--- config.mk ---
export PLATFORM = sky130hd
export DESIGN_NAME = muldiv_unit
export DESIGN_NICKNAME = d
export VERILOG_FILES = /design/src/rtl/muldiv_unit.sv
export SDC_FILE = /design/constraint.sdc
export NUM_CORES = 1
export LEC_CHECK = 0
export BUFFER_PORTS_ARGS = -buffer_cell sky130_fd_sc_hd__buf_2
export CAP_MARGIN = 20
export CELL_PAD_IN_SITES_DETAIL_PLACEMENT = 1
export CELL_PAD_IN_SITES_GLOBAL_PLACEMENT = 1
export CORE_ASPECT_RATIO = 0.75
export CORE_MARGIN = 3
export CORE_UTILIZATION = 35
export CTS_CLUSTER_DIAMETER = 30
export DETAILED_ROUTE_END_ITERATION = 6
export PLACE_DENSITY_LB_ADDON = 0.1
export SYNTH_ARGS = -nofsm -noshare
export SYNTH_HDL_FRONTEND = slang
export SYNTH_SLANG_ARGS = --single-unit
--- constraint.sdc ---
create_clock -name clk -period 9.62 [get_ports clk]
set_input_delay 1.924 -clock clk [delete_from_list [all_inputs] [get_ports clk]]
set_output_delay 1.924 -clock clk [all_outputs]
set_load 0.03 [all_outputs]
--- src/rtl/muldiv_unit.sv ---
// Iterative RV32M multiply/divide unit: shift-add multiply, restoring divide, one step per cycle.
// Optional MULDIV_EARLY_OUT_EN: divide-by-zero and signed overflow finish right after accept.
module muldiv_unit #(
  parameter int unsigned WIDTH = 32
) (
  input  logic             clk,
  input  logic             rst_n,
  input  logic             start,
  input  logic [2:0]       funct3,
  input  logic [WIDTH-1:0] op_a,
  input  logic [WIDTH-1:0] op_b,
  input  logic [4:0]       rd_in,
  input  logic             flush,
  output logic             busy,
  output logic             wb_en,
  output logic [4:0]       wb_addr,
  output logic [WIDTH-1:0] wb_data
);

  localparam int unsigned CntW = $clog2(WIDTH) + 1;
  localparam logic [WIDTH-1:0] One = WIDTH'(1);
  localparam logic [WIDTH-1:0] MinVal = {1'b1, {(WIDTH - 1){1'b0}}};

  typedef enum logic [1:0] {StIdle, StCalc, StFix, StDone} state_e;

  state_e           state;
  logic [2:0]       fn;
  logic [4:0]       rd_q;
  logic [WIDTH-1:0] opnd;
  logic [WIDTH-1:0] acc_hi;
  logic [WIDTH-1:0] acc_lo;
  logic             res_neg;
  logic [CntW-1:0]  cnt;

  logic             a_signed, b_signed, a_neg, b_neg, is_div, neg_d;
  logic [WIDTH-1:0] mag_a, mag_b;
  logic             early;
  logic [WIDTH-1:0] early_res;
  logic [WIDTH:0]   mul_sum, div_shift, div_diff;
  logic [WIDTH-1:0] hi_step, lo_step;
  logic [2*WIDTH-1:0] prod, prod_c;
  logic [WIDTH-1:0] div_val, fix_res;

  // Operand decode at issue: magnitudes plus the sign the final result must carry.
  always_comb begin
    a_signed = !((funct3 == 3'd3) || (funct3 == 3'd5) || (funct3 == 3'd7));
    b_signed = a_signed && (funct3 != 3'd2);
    a_neg    = a_signed && op_a[WIDTH-1];
    b_neg    = b_signed && op_b[WIDTH-1];
    mag_a    = a_neg ? (~op_a + One) : op_a;
    mag_b    = b_neg ? (~op_b + One) : op_b;
    is_div   = funct3[2];
    if (!is_div) begin
      neg_d = a_neg ^ b_neg;
    end else if (funct3[1]) begin
      neg_d = a_neg;
    end else begin
      // Divide-by-zero quotient stays all-ones regardless of operand signs.
      neg_d = (a_neg ^ b_neg) && (op_b != '0);
    end
  end

`ifdef MULDIV_EARLY_OUT_EN
  logic div0, ovf;
  always_comb begin
    div0      = is_div && (op_b == '0);
    ovf       = is_div && !funct3[0] && (op_a == MinVal) && (op_b == '1);
    early     = div0 || ovf;
    early_res = '0;
    if (div0) begin
      early_res = funct3[1] ? op_a : '1;
    end else if (ovf) begin
      early_res = funct3[1] ? '0 : MinVal;
    end
  end
`else
  always_comb begin
    early     = 1'b0;
    early_res = '0;
  end
`endif

  // One iteration step; acc_lo holds the multiplier (mul) or the dividend/quotient (div).
  always_comb begin
    mul_sum   = {1'b0, acc_hi} + (acc_lo[0] ? {1'b0, opnd} : '0);
    div_shift = {acc_hi, acc_lo[WIDTH-1]};
    div_diff  = div_shift - {1'b0, opnd};
    if (fn[2]) begin
      hi_step = div_diff[WIDTH] ? div_shift[WIDTH-1:0] : div_diff[WIDTH-1:0];
      lo_step = {acc_lo[WIDTH-2:0], ~div_diff[WIDTH]};
    end else begin
      hi_step = mul_sum[WIDTH:1];
      lo_step = {mul_sum[0], acc_lo[WIDTH-1:1]};
    end
  end

  always_comb begin
    prod    = {acc_hi, acc_lo};
    prod_c  = res_neg ? (~prod + (2 * WIDTH)'(1)) : prod;
    div_val = fn[1] ? acc_hi : acc_lo;
    if (fn[2]) begin
      fix_res = res_neg ? (~div_val + One) : div_val;
    end else if (fn == 3'd0) begin
      fix_res = prod_c[WIDTH-1:0];
    end else begin
      fix_res = prod_c[2*WIDTH-1:WIDTH];
    end
  end

  always_ff @(posedge clk) begin
    if (!rst_n) begin
      state   <= StIdle;
      fn      <= '0;
      rd_q    <= '0;
      opnd    <= '0;
      acc_hi  <= '0;
      acc_lo  <= '0;
      res_neg <= 1'b0;
      cnt     <= '0;
      busy    <= 1'b0;
      wb_en   <= 1'b0;
      wb_addr <= '0;
      wb_data <= '0;
    end else if (flush) begin
      state <= StIdle;
      busy  <= 1'b0;
      wb_en <= 1'b0;
    end else begin
      unique case (state)
        StIdle, StDone: begin
          state <= StIdle;
          busy  <= 1'b0;
          wb_en <= 1'b0;
          if (start) begin
            fn      <= funct3;
            rd_q    <= rd_in;
            res_neg <= neg_d;
            opnd    <= is_div ? mag_b : mag_a;
            acc_hi  <= '0;
            acc_lo  <= is_div ? mag_a : mag_b;
            cnt     <= CntW'(WIDTH);
            busy    <= 1'b1;
            if (early) begin
              state   <= StDone;
              wb_en   <= (rd_in != 5'd0);
              wb_addr <= rd_in;
              wb_data <= early_res;
            end else begin
              state <= StCalc;
            end
          end
        end
        StCalc: begin
          acc_hi <= hi_step;
          acc_lo <= lo_step;
          cnt    <= cnt - CntW'(1);
          if (cnt == CntW'(1)) begin
            state <= StFix;
          end
        end
        StFix: begin
          state   <= StDone;
          busy    <= 1'b0;
          wb_en   <= (rd_q != 5'd0);
          wb_addr <= rd_q;
          wb_data <= fix_res;
        end
        default: state <= StIdle;
      endcase
    end
  end

endmodule

==> results.py <==
metrics = {
    "clock_tree": {
        "cts_setup_buffers": 0,
        "cts_tree": "yes",
        "ctsHoldBuffers": 0,
        "cts-root-buf": "clkbuf_16",
        "clock_latency_ns": 0.47,
        "htree_levels": 4,
        "cts-buffers-inserted": 17,
        "clock_sinks": 152,
        "clock_path_buffers": 2,
        "clk_pin_slew_ns": 0.07,
        "cts_resized": 0,
    },
    "power": {
        "seqPwrFrac": 0.333,
        "p_int_uw": 1323,
        "swShare": 0.3789,
        "power_frac_clock": 0.351,
        "power.leakage_uw": 0.006667,
        "powerDensity_nw_per_um2": 124.5,
        "ir_drop_mv": 0.1268,
        "p_sw_uw": 806.8,
        "power_frac_comb": 0.315,
    },
    "timing": {
        "min_period_ns": 4.637,
        "relSlewSlack": 0.2827,
        "fin_crit_sh": 0.4821,
        "tns_ns": 0,
        "fin_worst_skew_ns": 0.01186,
        "tightest_slew_ns": 1.075,
        "slew_viol_final": 0,
        "hold_viol": 0,
        "rsz0062_at_grt": "no",
        "fmax_ghz": 0.2156,
        "setup_viol": 0,
    },
    "critical_path": {
        "end_kind": "flop",
        "critPathRequiredTime_ns": 9.97,
        "critPathLaunchType": "flop",
        "cp_data_arrival_time_ns": 4.99,
        "crit_type": "reg -> reg",
        "crit_fanout": 27,
    },
    "global_routing": {
        "grt_pass1_vias": 16551,
        "grt_overflow": 0,
        "grt_pass1_wl_um": 104000,
        "antenna_found_initial": 1,
        "grt_usage": 0.2826,
        "grt_max_degree": 92,
    },
    "die": {
        "core_area_um2": 43680,
        "die_h_um": 188.8,
        "io-pin-count": 115,
        "rows": 66,
        "dieArea_um2": 47130,
        "die_w_um": 249.7,
        "start_util": 0.3568,
    },
    "final_layout": {
        "final_area_um2": 17110,
        "fin_nets": 2310,
        "syn2layout_area_growth_pct": 9.744,
        "finalNonFillerCells": 2752,
        "drive_above_1_share": 0.1165,
    },
    "routing": {
        "vias": 16768,
        "dr.first_iter.drc_count": 1440,
        "drt-total-wl_um": 67620,
        "detail-route-antenna-nets": 0,
        "wire_per_inst_um": 24.57,
        "viasPerCell": 6.093,
        "drc": 0,
        "drt_pass1_iterations": 6,
    },
    "yosys": {
        "ys.flop_type": "dfxtp_1",
        "synth-seq-cells": 152,
        "yosysUniqueCellTypes": 86,
        "ys_seq_area_frac": 0.1952,
        "synth_area_leader_cell": "dfxtp_1",
        "ys_warn_count": 0,
        "synth_area_um2": 15590,
        "yosys-top-cells-area": "dfxtp_1 20%, a21oi_1 6.4%, xnor2_1 6.0%, ha_1 5.9%, o21ai_0 5.2%",
        "yosys.area.top_type_share": 0.1952,
        "synth_edf_count": 0,
        "synth.top_cells.by_count": "208 x nand2_1, 200 x a21oi_1, 196 x nor2_1, 163 x o21ai_0, 152 x dfxtp_1",
        "synth.most_common_cell": "nand2_1",
        "ys_async_sr_fraction": 0,
        "avgSynthCellArea_um2": 7.187,
        "netlist_instances": 2169,
        "synth_nets": 2320,
    },
    "place": {
        "place_inst": 2717,
        "place_hpwl_um": 51890,
        "dpl-instance-area_um2": 16470,
        "numPortBuffers": 114,
        "gp_congestion": 0.9162,
    },
    "outcome": {
        "status": "finished, final reports clean",
    },
    "job": {
        "cap_violations": 0,
    },
    "min_path": {
        "holdCritPathClass": "reg -> reg",
    },
}
==> metrics by stage <==
step	hold slack, ns	power, uW	utilization	worst slack, ns
CTS	0.4564	2135	0.3913	5.096
detailed placement	0.4394	1382	0.3771	4.663
global route	0.4834	2235	0.3915	4.789
floorplan	0.4410	1150	-	5.486
global placement	0.4348	1369	0.3771	4.710
finish	0.4502	2130	0.3916	4.983
==> cell usage in the layout, fill, tap and decap left out, types with 14 or more instances in the layout <==
master	synthesis	layout
ha_1	73	73
mux2_2	24	24
xor2_1	86	86
o31ai_1	36	36
dfxtp_1	152	149
inv_1	67	67
o21ai_0	163	163
nand2_1	208	208
a21oi_1	200	199
nor4_1	17	17
nor2_1	196	193
o211ai_1	45	45
xnor2_1	106	105
and2_1	23	23
clkbuf_16	0	18
mux2i_1	72	72
nand3_1	52	52
a21o_1	31	31
buf_2	16	113
a31oi_1	25	25
a211oi_1	32	32
buf_4	0	37
nand4_1	20	20
nor2b_1	14	14
a21boi_0	25	25
or3_1	22	22
nand2b_1	20	20
a22oi_1	19	19
nor3_1	57	56
==> worst max-delay path, stage by stage (launching register included) <==
cell      delay (ns)
dfxtp_1         0.57
inv_1           0.22
ha_1            0.28
fa_1            0.39
nand2b_1        0.22
a21oi_1         0.30
o21ai_2         0.19
o21ai_1         0.41
a41oi_2         0.25
xnor2_2         0.44
buf_4           0.48
mux2_2          0.44
a221o_1         0.32
==> cells by family after synthesis <==
logic type | share of synthesized area
compound gates | 0.2927
xor+xnor | 0.1079
fa+ha+maj | 0.06116
buf+inv | 0.06228
flops | 0.1952
mux | 0.06357
simple gates | 0.2172
==> final timing paths <==
kind | start | end | cells after the start | slack, ns
setup / recovery | acc_lo[31] | acc_hi[25] | 12 | 4.98
setup reg to reg | acc_lo[31] | acc_hi[25] | 12 | 4.98
hold / removal | wb_data[30] | wb_data[30] | 1 | 0.45
hold reg to reg | wb_data[30] | wb_data[30] | 1 | 0.45
==> routing by layer <==
layer / global-route usage / vias to the layer above / share of wire / wire length, um
li1: - / 7837 / - / -
met1: 0.4284 / 8342 / 0.50 / 33920
met2: 0.4124 / 527 / 0.41 / 28040
met3: 0.04857 / 62 / 0.066 / 4459
met4: 0.06311 / 0 / 0.018 / 1198
met5: 0 / - / 0 / 0
==> power by group through the flow <==
stage                     logic (uW)  clock network, uW  registers [uW]
final                            672                748             709
after global routing             731                792             712
after CTS                        663                765             707
after detailed placement         660                  0             722
after global placement           648                  0             721
after floorplan                  462                  0             688
==> sequential cells by signal (all words and copies together), names as in the netlist, 3 cells and up <==
signal   count
wb_addr      5
cnt          6
fn           3
rd_q         5
acc_hi      32
acc_lo      32
wb_data     32
opnd        32
==> layout make-up <==
cell class | count | area, um^2
fillers | 5438 | 26580
multi-input cells | 1770 | 11610
flip-flops and latches | 152 | 3052
repair buffers | 150 | 843.3
well taps | 578 | 723.2
clock buffers | 20 | 457.9
inverters | 68 | 255.2
clock inverters | 12 | 165.2
diodes | 2 | 5.005
Note: power is estimated with default switching activity, not from simulation.
